`src/rtl/muldiv_pkg.sv`:
```
// muldiv_pkg: op encodings, FSM state encoding and sizing helpers shared by
// the multiply/divide unit and its bench.
package muldiv_pkg;

    localparam logic [2:0] OP_MULT  = 3'b000;
    localparam logic [2:0] OP_MULTU = 3'b001;
    localparam logic [2:0] OP_DIV   = 3'b010;
    localparam logic [2:0] OP_DIVU  = 3'b011;
    localparam logic [2:0] OP_MTHI  = 3'b100;
    localparam logic [2:0] OP_MTLO  = 3'b101;

    typedef enum logic [1:0] {
        S_IDLE = 2'd0,
        S_MUL  = 2'd1,
        S_DIV  = 2'd2,
        S_FIX  = 2'd3
    } state_t;

    // Iteration counter must hold the value WIDTH itself.
    function automatic int cnt_w(input int width);
        return $clog2(width) + 1;
    endfunction

endpackage

```
`src/rtl/muldiv_if.sv`:
```
// muldiv_if: start/busy/done handshake plus operands and HI/LO results
// between the control unit (master) and the multiply/divide unit (slave).
interface muldiv_if #(
    parameter int WIDTH = 32
);
    logic             start;
    logic [2:0]       op;
    logic [WIDTH-1:0] a;
    logic [WIDTH-1:0] b;
    logic             busy;
    logic             done;
    logic             err;
    logic [WIDTH-1:0] hi;
    logic [WIDTH-1:0] lo;

    modport master (
        output start, op, a, b,
        input  busy, done, err, hi, lo
    );

    modport slave (
        input  start, op, a, b,
        output busy, done, err, hi, lo
    );
endinterface

```
`src/rtl/muldiv_step.sv`:
```
// muldiv_step: one combinational iteration of the shift-add multiplier or,
// when MULDIV_DIV_EN is defined, the restoring divider.
// Multiply: acc = {partial product high, multiplier remainder}; operand is
// the multiplicand magnitude. Divide: acc = {remainder, dividend/quotient};
// operand is the divisor magnitude; the new quotient bit is returned on
// q_bit and left out of acc_next[0].
module muldiv_step #(
    parameter int WIDTH = 32
) (
    input  logic [2*WIDTH-1:0] acc,
    input  logic [WIDTH-1:0]   operand,
    input  logic               mode_div,
    output logic [2*WIDTH-1:0] acc_next,
    output logic               q_bit
);

    logic [WIDTH:0] mul_sum;

`ifdef MULDIV_DIV_EN
    logic [WIDTH:0]   rem_shift;
    logic [WIDTH-1:0] rem_next;

    // Single shift-add or shift-subtract step selected by mode_div.
    always_comb begin
        mul_sum   = {1'b0, acc[2*WIDTH-1:WIDTH]} + (acc[0] ? {1'b0, operand} : '0);
        rem_shift = {acc[2*WIDTH-1:WIDTH], acc[WIDTH-1]};
        q_bit     = mode_div & (rem_shift >= {1'b0, operand});
        rem_next  = q_bit ? WIDTH'(rem_shift - {1'b0, operand}) : rem_shift[WIDTH-1:0];
        if (mode_div) begin
            acc_next = {rem_next, acc[WIDTH-2:0], 1'b0};
        end else begin
            acc_next = {mul_sum, acc[WIDTH-1:1]};
        end
    end
`else
    logic unused_mode;
    assign unused_mode = mode_div;

    // Single shift-add step; no divide hardware in this build.
    always_comb begin
        mul_sum  = {1'b0, acc[2*WIDTH-1:WIDTH]} + (acc[0] ? {1'b0, operand} : '0);
        acc_next = {mul_sum, acc[WIDTH-1:1]};
        q_bit    = 1'b0;
    end
`endif

endmodule

```
`src/rtl/muldiv_unit.sv`:
```
// muldiv_unit: iterative MULT/MULTU/DIV/DIVU with architectural HI/LO and
// MTHI/MTLO writes. Signed ops run on magnitudes and fix the sign in FIX.
// Define MULDIV_DIV_EN to include the divide datapath and DIV state;
// without it DIV/DIVU complete in one cycle with err=1.
module muldiv_unit
    import muldiv_pkg::*;
#(
    parameter int WIDTH = 32
) (
    input logic     clk,
    input logic     reset,
    muldiv_if.slave bus
);

    localparam int CNT_W = cnt_w(WIDTH);

    state_t                  state_q, state_d;
    logic [CNT_W-1:0]        cnt_q, cnt_d;
    logic                    busy_q, busy_d;
    logic                    done_q, done_d;
    logic                    err_q, err_d;
    logic [WIDTH-1:0]        hi_q, lo_q;
    logic                    load_mul, wr_hi, wr_lo, fix_en;
    logic [2*WIDTH-1:0]      acc_q, step_acc, prod_fix;
    logic [WIDTH-1:0]        opnd_q, hi_fix, lo_fix;
    logic                    neg_lo_q;
    logic                    step_qbit, step_mode, step_run;
    logic                    op_signed, a_neg, b_neg;
    logic signed [WIDTH-1:0] a_s, b_s;
`ifdef MULDIV_DIV_EN
    logic                    load_div;
    logic                    is_div_q, neg_hi_q;
`endif

    function automatic logic [WIDTH-1:0] mag(input logic [WIDTH-1:0] v, input logic neg);
        return neg ? -v : v;
    endfunction

    assign a_s       = signed'(bus.a);
    assign b_s       = signed'(bus.b);
    assign op_signed = ~bus.op[0];
    assign a_neg     = op_signed & (a_s < 0);
    assign b_neg     = op_signed & (b_s < 0);
    assign step_mode = (state_q == S_DIV);
    assign step_run  = (state_q == S_MUL) || (state_q == S_DIV);

    muldiv_step #(.WIDTH(WIDTH)) u_step (
        .acc      (acc_q),
        .operand  (opnd_q),
        .mode_div (step_mode),
        .acc_next (step_acc),
        .q_bit    (step_qbit)
    );

    // Next-state and handshake decode; start is only looked at in IDLE.
    always_comb begin
        state_d  = state_q;
        cnt_d    = cnt_q;
        busy_d   = busy_q;
        done_d   = 1'b0;
        err_d    = 1'b0;
        load_mul = 1'b0;
        wr_hi    = 1'b0;
        wr_lo    = 1'b0;
        fix_en   = 1'b0;
`ifdef MULDIV_DIV_EN
        load_div = 1'b0;
`endif
        case (state_q)
            S_IDLE: begin
                if (bus.start) begin
                    case (bus.op)
                        OP_MULT, OP_MULTU: begin
                            load_mul = 1'b1;
                            busy_d   = 1'b1;
                            cnt_d    = CNT_W'(WIDTH);
                            state_d  = S_MUL;
                        end
                        OP_DIV, OP_DIVU: begin
`ifdef MULDIV_DIV_EN
                            if (bus.b == '0) begin
                                done_d = 1'b1;
                                err_d  = 1'b1;
                            end else begin
                                load_div = 1'b1;
                                busy_d   = 1'b1;
                                cnt_d    = CNT_W'(WIDTH);
                                state_d  = S_DIV;
                            end
`else
                            done_d = 1'b1;
                            err_d  = 1'b1;
`endif
                        end
                        OP_MTHI: begin
                            wr_hi  = 1'b1;
                            done_d = 1'b1;
                        end
                        OP_MTLO: begin
                            wr_lo  = 1'b1;
                            done_d = 1'b1;
                        end
                        default: begin
                            done_d = 1'b1;
                            err_d  = 1'b1;
                        end
                    endcase
                end
            end
`ifdef MULDIV_DIV_EN
            S_MUL, S_DIV: begin
`else
            S_MUL: begin
`endif
                cnt_d = cnt_q - CNT_W'(1);
                if (cnt_q == CNT_W'(1)) begin
                    state_d = S_FIX;
                end
            end
            S_FIX: begin
                fix_en  = 1'b1;
                done_d  = 1'b1;
                busy_d  = 1'b0;
                state_d = S_IDLE;
            end
            default: begin
                busy_d  = 1'b0;
                state_d = S_IDLE;
            end
        endcase
    end

    // Sign correction of the finished product, or quotient and remainder.
    always_comb begin
        prod_fix = neg_lo_q ? -acc_q : acc_q;
        hi_fix   = prod_fix[2*WIDTH-1:WIDTH];
        lo_fix   = prod_fix[WIDTH-1:0];
`ifdef MULDIV_DIV_EN
        if (is_div_q) begin
            hi_fix = mag(acc_q[2*WIDTH-1:WIDTH], neg_hi_q);
            lo_fix = mag(acc_q[WIDTH-1:0], neg_lo_q);
        end
`endif
    end

    // Control state and architectural HI/LO; reset aborts and clears them.
    always_ff @(posedge clk) begin
        if (reset) begin
            state_q <= S_IDLE;
            cnt_q   <= '0;
            busy_q  <= 1'b0;
            done_q  <= 1'b0;
            err_q   <= 1'b0;
            hi_q    <= '0;
            lo_q    <= '0;
        end else begin
            state_q <= state_d;
            cnt_q   <= cnt_d;
            busy_q  <= busy_d;
            done_q  <= done_d;
            err_q   <= err_d;
            if (fix_en) begin
                hi_q <= hi_fix;
                lo_q <= lo_fix;
            end
            if (wr_hi) begin
                hi_q <= bus.a;
            end
            if (wr_lo) begin
                lo_q <= bus.a;
            end
        end
    end

    // Iteration datapath: operand magnitudes and sign flags load on start,
    // then the accumulator advances one step per cycle.
    always_ff @(posedge clk) begin
        if (load_mul) begin
            opnd_q   <= mag(bus.a, a_neg);
            acc_q    <= {{WIDTH{1'b0}}, mag(bus.b, b_neg)};
            neg_lo_q <= a_neg ^ b_neg;
`ifdef MULDIV_DIV_EN
            is_div_q <= 1'b0;
            neg_hi_q <= 1'b0;
        end else if (load_div) begin
            opnd_q   <= mag(bus.b, b_neg);
            acc_q    <= {{WIDTH{1'b0}}, mag(bus.a, a_neg)};
            neg_lo_q <= a_neg ^ b_neg;
            neg_hi_q <= a_neg;
            is_div_q <= 1'b1;
`endif
        end else if (step_run) begin
            acc_q <= step_acc | {{(2*WIDTH-1){1'b0}}, step_qbit};
        end
    end

    assign bus.busy = busy_q;
    assign bus.done = done_q;
    assign bus.err  = err_q;
    assign bus.hi   = hi_q;
    assign bus.lo   = lo_q;

endmodule
```
`src/flat_wrapper.sv`:
```
// flat-port wrapper written by rule: the top's interface ports become plain ports
module muldiv_unit_flat import muldiv_pkg::*;
#(
    parameter int WIDTH = 32
)
  (clk, reset, bus_start, bus_op, bus_a, bus_b, bus_busy, bus_done, bus_err, bus_hi, bus_lo);
  muldiv_if #(.WIDTH(WIDTH)) bus_i ();
  input logic clk;
  input logic reset;
  input wire logic [$bits(bus_i.start)-1:0] bus_start;
  input wire logic [$bits(bus_i.op)-1:0] bus_op;
  input wire logic [$bits(bus_i.a)-1:0] bus_a;
  input wire logic [$bits(bus_i.b)-1:0] bus_b;
  output wire logic [$bits(bus_i.busy)-1:0] bus_busy;
  output wire logic [$bits(bus_i.done)-1:0] bus_done;
  output wire logic [$bits(bus_i.err)-1:0] bus_err;
  output wire logic [$bits(bus_i.hi)-1:0] bus_hi;
  output wire logic [$bits(bus_i.lo)-1:0] bus_lo;
  assign bus_i.start = bus_start;
  assign bus_i.op = bus_op;
  assign bus_i.a = bus_a;
  assign bus_i.b = bus_b;
  assign bus_busy = bus_i.busy;
  assign bus_done = bus_i.done;
  assign bus_err = bus_i.err;
  assign bus_hi = bus_i.hi;
  assign bus_lo = bus_i.lo;
  muldiv_unit #(.WIDTH(WIDTH)) u_core (.clk(clk), .reset(reset), .bus(bus_i));
endmodule
```
`config.mk`:
```
export PLATFORM = sky130hd
export DESIGN_NAME = muldiv_unit_flat
export DESIGN_NICKNAME = d
export VERILOG_FILES = /design/src/rtl/muldiv_pkg.sv /design/src/rtl/muldiv_if.sv /design/src/rtl/muldiv_step.sv /design/src/rtl/muldiv_unit.sv /design/src/flat_wrapper.sv
export SDC_FILE = /design/constraint.sdc
export NUM_CORES = 1
export LEC_CHECK = 0
export BUFFER_PORTS_ARGS = -buffer_cell sky130_fd_sc_hd__buf_4
export CAP_MARGIN = 20
export CORE_UTILIZATION = 54
export CTS_CLUSTER_SIZE = 40
export DETAILED_ROUTE_END_ITERATION = 10
export PLACE_DENSITY = 0.8
export SLEW_MARGIN = 20
export SYNTH_ARGS = -nofsm -noshare
export SYNTH_HDL_FRONTEND = slang
export SYNTH_SLANG_ARGS = --single-unit
```
`constraint.sdc`:
```
create_clock -name clk -period 2.7 [get_ports clk]
set_input_delay 0.27 -clock clk [delete_from_list [all_inputs] [get_ports clk]]
set_output_delay 0.27 -clock clk [all_outputs]
set_load 0.02 [all_outputs]
```
### Word-level counts from Yosys, hierarchy flattened

Index checks and enable logic that the tools add are counted.

| operators by class | value |
|---|---|
| multiplexer cells | 34 |
| reduce and logical (&&, ||, !) cells | 13 |
| $add $sub $neg | 5 |
| $lt $le $gt $ge | 2 |
| bitwise operators | 7 |
| eq/ne operators | 10 |

Operators with widths:

| operator | number |
|---|---|
| 32-bit 2-to-1 mux | 9 |
| 32-bit by 1-bit less-than comparator with 1-bit output (second input constant) | 2 |
| 64-bit 2-to-1 mux | 1 |
| 32-bit negation | 2 |
| 64-bit negation | 1 |
| 32-bit by 32-bit adder with 33-bit output | 1 |
| 1-bit 2-to-1 mux | 15 |
| 6-bit 2-to-1 mux | 2 |
| 6-bit one-hot mux with 2 select lines | 1 |
| 3-bit AND reduction | 3 |
| 2-bit nonzero test | 4 |
| 3-bit == test (second input constant) | 2 |
| 6-bit by 1-bit == test with 1-bit output (second input constant) | 1 |
| 2-bit 2-to-1 mux | 3 |
| 2-bit inequality test (second input constant) | 3 |
| 6-bit by 1-bit subtractor with 6-bit output (second input constant) | 1 |
| 2-bit == test (second input constant) | 2 |
| 1-bit NOT | 4 |
| 1-bit one-hot mux with 2 select lines | 2 |
| 2-bit one-hot mux with 2 select lines | 1 |
| 4-bit OR reduction | 1 |
| 3-bit by 1-bit == test with 1-bit output (second input constant) | 1 |
| 3-bit zero test | 1 |
| 3-bit OR reduction | 1 |
| 6 further kinds | 7 |

| storage, ports and cells | value |
|---|---|
| bits of input ports | 70 |
| register bits | 172 |
| output and inout port bits | 67 |

### Logic depth before layout (Yosys ltp)

| depth | value |
|---|---|
| depth after elaboration | 6 |
| depth in mapped cells | 12 |
| mapped depth without buffers | 11 |

### Hierarchy

A second synthesis with hierarchy kept.

| unflattened totals | value |
|---|---|
| cell total of the unflattened synthesis | 1,444 |
| area total of the unflattened synthesis | 12,066.6 um2 |

By module, submodules not included:

| module | area each (um2) | sequential area each (um2) | instances | cells an instance |
|---|---|---|---|---|
| muldiv_unit | 9,626.7 | 4,093.9 | 1 | 1,089 |
| muldiv_step | 2,439.8 | 0.0 | 1 | 355 |

### Worst setup path before layout

No wires, ideal clock.

| path | value |
|---|---|
| path kind | register to register |
| start point | register u_core.acc_q[0] |
| end point | register u_core.acc_q[53] |
| arrival | 2.906 ns |
| slack | -0.284 ns |
| setup time | 0.078 ns |
| stages on the path, launching flop included | 12 |
| path buffers | 2 |
| period minus slack after synthesis | 2.984 ns |
| cells stage by stage | edfxtp_1 clkbuf_1 and2_1 ha_1 clkbuf_1 a21oi_1 o21a_1 or3b_2 a211oi_1 o21ai_0 and3_1 nor3_1 |

| on the way | value |
|---|---|
| longest elaborated chain between the ends | 2 |

RTL lines:

| element | RTL line | source |
|---|---|---|
| start: declaration | muldiv_unit.sv:24 | `logic [2*WIDTH-1:0] acc_q, step_acc, prod_fix;` |
| start signal: assignment | muldiv_unit.sv:180 | `acc_q <= {{WIDTH{1'b0}}, mag(bus.b, b_neg)};` |
| start signal: assignment | muldiv_unit.sv:193 | `acc_q <= step_acc \| {{(2*WIDTH-1){1'b0}}, step_qbit};` |
| 32-bit 2-to-1 mux | muldiv_step.sv:41 | `mul_sum = {1'b0, acc[2*WIDTH-1:WIDTH]} + (acc[0] ? {1'b0, operand} : '0);` |
| 32-bit by 32-bit adder with 33-bit output | muldiv_step.sv:41 |  |

Every way passes these cells.
A chain may end at the register's enable or synchronous reset.

### Worst setup path after layout

| path | value |
|---|---|
| start point | register u_core.acc_q[0] |
| end point | register u_core.acc_q[59] |

Same word-level chain as after synthesis.

==> metrics.md <==
| Metric | Value |
|---|---|
| Starting density of the core | `0.5514` |
| Final worst-path cycle share | `1.008` |
| Cells after Synth | `approximately 1400` |
| Placement Cell Area | `0.01405 sq mm` |
| ANT cells | `0` |
| Crit Reg-Reg Endpoint | `u_core.acc_q[59]$_SDFFE_PP0P_` |
| Detail Route Antenna Nets | `0` |
| Clock sinks | `roughly 170` |
| Sequential power share | `0.317` |
| Internal | `6.881 mW` |
| Fin area | `approximately 0.015 sq mm` |
| Setup crit end kind | `flop` |
| Worst Path Required | `between 3000 and 4000 ps` |
| Hold_sp | `bus_a[0]` |
| Final Hold Vio Count | `0` |
| Logic pwr share | `0.473` |
| CP bufs+invs | `3` |
| First-pass GRT wire length | `58380 um` |
| Clock slew at reported path FFs | `about 70 ps` |
| Layout Skew | `roughly 13 ps` |
| Critical R2R Launch | `u_core.acc_q[0]$_DFFE_PP_` |
| RD Place Congestion | `0.9459` |
| DP HPWL | `between 20000 and 30000 um` |
| FP Rows | `53` |
| Total GRT Usage | `0.3380` |
| Post-Syn Area | `between 0.01 and 0.015 sq mm` |
| CP max-delay cell | `or3b_2` |
| Overall Power | `between 10 and 15 mW` |
| CTS H-tree lvls | `4` |
| Synth async-reset ratio | `0` |
| Hold-fix buffers, CTS | `0` |
| Clock Latency Late Sink | `440 ps` |
| Peak VDD IR | `0.4132 mV` |
| DIE WIDTH | `148.7 um` |
| Vias in the first global route | `11460` |
| Fin Hold WS | `slightly below 80 ps` |
| Type of origin of the critical path | `flop` |
| WHS Path Cells | `1` |
| CORE AREA | `0.02109 sq mm` |
| Sequential share of the synthesized area | `0.3521` |
| # setup viols final | `4` |
| Clock root buffer | `clkbuf_16` |
| Final WS setup | `-22.79 ps` |
| Die height | `148.7 um` |
| Syn avg cell area | `8.154 sq um` |
| CTS tree | `built` |
| Hold crit path type | `in2reg` |
| Max-slew violation count | `0` |
| Reg2Reg Depth | `12` |
| Worst-Margin Slew | `746.8 ps` |
| Die area | `around 0.022 sq mm` |
| PD cells | `roughly 760 mW/mm^2` |
| Max stage delay on crit path | `460 ps` |
| Sw frac | `0.4015` |
| Most frequent cell after synthesis | `nor2_1` |
| Reg area | `slightly above 0.004 sq mm` |
| DRC Markers | `0` |
| R2r setup slk | `-20 ps` |
| Ordered list of cells on the worst path | `buf_12 > and2_1 > ha_4 > a21oi_2 > o21a_1 > or3b_2 > a211oi_2 > buf_4 > o31ai_2 > buf_4 > xnor2_1 > a21oi_1` |
| Synth top area cells | `dfxtp_1, edfxtp_1, xnor2_1, a21oi_1, o21ai_0` |
| Violated checks | `setup timing` |
| #FFs+latches synth | `approximately 170` |
| Unique cell type count in the Yosys netlist | `between 60 and 70` |
| RSZ-0062 raised after global routing | `yes` |
| Post-DR vias/cell | `approximately 6.2` |
| P&R area growth vs syn | `30.39%` |
| Total grt overflow | `0` |
| Area leader, netlist | `dfxtp_1` |
| Most frequently used flop master after synthesis | `dfxtp_1` |
| I/O Pins | `~140` |
| Largest net degree at the start of global routing | `~110` |
| Delay-heaviest family, CP | `compound AO/OA/AOI/OAI gates` |
| Clock share of power | `0.210` |
| Post-synth EDFFs | `65` |
| First-pass DRT Iterations | `5` |
| Worst setup path startpoint | `u_core.acc_q[0]$_DFFE_PP_` |
| Worst Path Class, Setup | `reg2reg` |
| DR iter-0 viols | `1185` |
| Longest Clk Path Bufs | `2` |
| Vias | `approximately 12000` |
| Top cells by instance count after synthesis | `nor2_1, nand2_1, a21oi_1` |
| Leak | `between 6 and 7 nW` |
| WL final | `around 38000 um` |
| Worst-path fanout max | `21` |
| Slew Limit Headroom | `0.5021` |
| Share of layout cells above drive strength 1 | `0.2628` |
| Final nets | `about 1800` |
| Warnings from Yosys | `0` |
| Mapped Nets | `1537` |
| Top cell by count, worst path | `buf_4` |
| Status | `finished with violations` |
| Fmax | `367.3 MHz` |
| CTS buffer count | `17` |
| Fillers | `1577` |
| Multi-input gate area | `0.007625 sq mm` |
| Levels on crit path | `12` |
| Hold worst-path end | `u_core.opnd_q[0]$_DFFE_PP_` |
| Initial antenna violation count | `0` |
| Share of the synthesized area in the top cell type | `0.1842` |
| Max cap viols | `0` |
| Port Buffers | `~140` |
| Final Core Density | `0.7189` |
| Tmin final | `about 2700 ps` |
| Drt wl/cell | `19.36 um` |
| Sw Pwr | `between 4 and 5 mW` |
| Critical Path AT | `between 3000 and 4000 ps` |
layout by cell type (no fill, tap or decap), types with 17 or more instances in the layout:
master	count
nand4_1	17
ha_1	26
and2_1	31
a21o_1	23
inv_1	30
buf_4	302
a21oi_1	110
dfxtp_1	107
a211oi_1	23
mux2i_1	20
o31ai_1	25
xnor2_1	76
or3_1	23
edfxtp_1	65
nand3_1	44
nor2_1	142
nand2_1	123
nor3_1	33
o21ai_0	101
clkbuf_16	17
xor2_1	56
sequential cells by signal, indices dropped and copies added (netlist names):
name and cells:
u_core.bus.lo 32, u_core.cnt_q 6, u_core.bus.hi 32, u_core.bus.err 1, u_core.bus.done 1, u_core.state_q 2, u_core.acc_q 64, u_core.bus.busy 1
u_core.neg_lo_q 1, u_core.opnd_q 32
how the worst max path moves through the flow:
stage,endpoint,slack [ps]
after floorplan,u_core.acc_q[53]$_SDFFE_PP0P_,-50
after global placement,u_core.acc_q[58]$_SDFFE_PP0P_,-140
after detailed placement,u_core.acc_q[58]$_SDFFE_PP0P_,-230
after CTS,u_core.acc_q[62]$_SDFFE_PP0P_,-20
after global routing,u_core.acc_q[55]$_SDFFE_PP0P_,-160
final,u_core.acc_q[59]$_SDFFE_PP0P_,-20
layer usage:
metal | wire length (um) | up-vias | track usage
met5 | 0 | - | 0
met4 | 1770 | 0 | 0.1765
met3 | 3447 | 141 | 0.05138
met2 | 17670 | 609 | 0.5463
met1 | 15070 | 5714 | 0.4377
li1 | - | 5684 | -
what timing repair did:
item,CTS,global route
endpoints found under the setup margin,24,40
gates resized for setup,32,72
pin swaps,9,18
buffers inserted,2,2
metrics by stage:
| stage | setup TNS [ps] | instances | worst slack [ps] |
|---|---|---|---|
| after global placement | -432.5 | 1925 | -135.1 |
| after floorplan | -81.80 | 1426 | -46.73 |
| final | -72.35 | 1961 | -22.79 |
| after detailed placement | -1312 | 1925 | -232.1 |
| after CTS | -61.69 | 1959 | -21.41 |
| after global routing | -1043 | 1961 | -157.5 |
layout make-up:
cell class,instances,share of cell area
flip-flops and latches,172,0.2700
clock inverters,15,0.009821
clock buffers,17,0.02806
inverters,32,0.007923
well taps,275,0.02270
repair buffers,311,0.1585
multi-input cells,1139,0.5029
power by group through the flow:
stage | Combinational [mW] | Sequential [mW] | Clock, mW
finish | 5.44 | 3.64 | 2.42
global route | 5.86 | 3.68 | 2.52
CTS | 5.07 | 3.59 | 2.41
detailed placement | 4.87 | 3.62 | 0
global placement | 4.78 | 3.60 | 0
floorplan | 2.62 | 3.65 | 0
logic make-up after synthesis:
group	synth area share
flops	0.3521
simple gates	0.2259
fa+ha+maj	0.04476
buf+inv	0.03723
mux	0.01819
xor+xnor	0.09943
compound gates	0.2224
(Power assumes the default switching activity.)
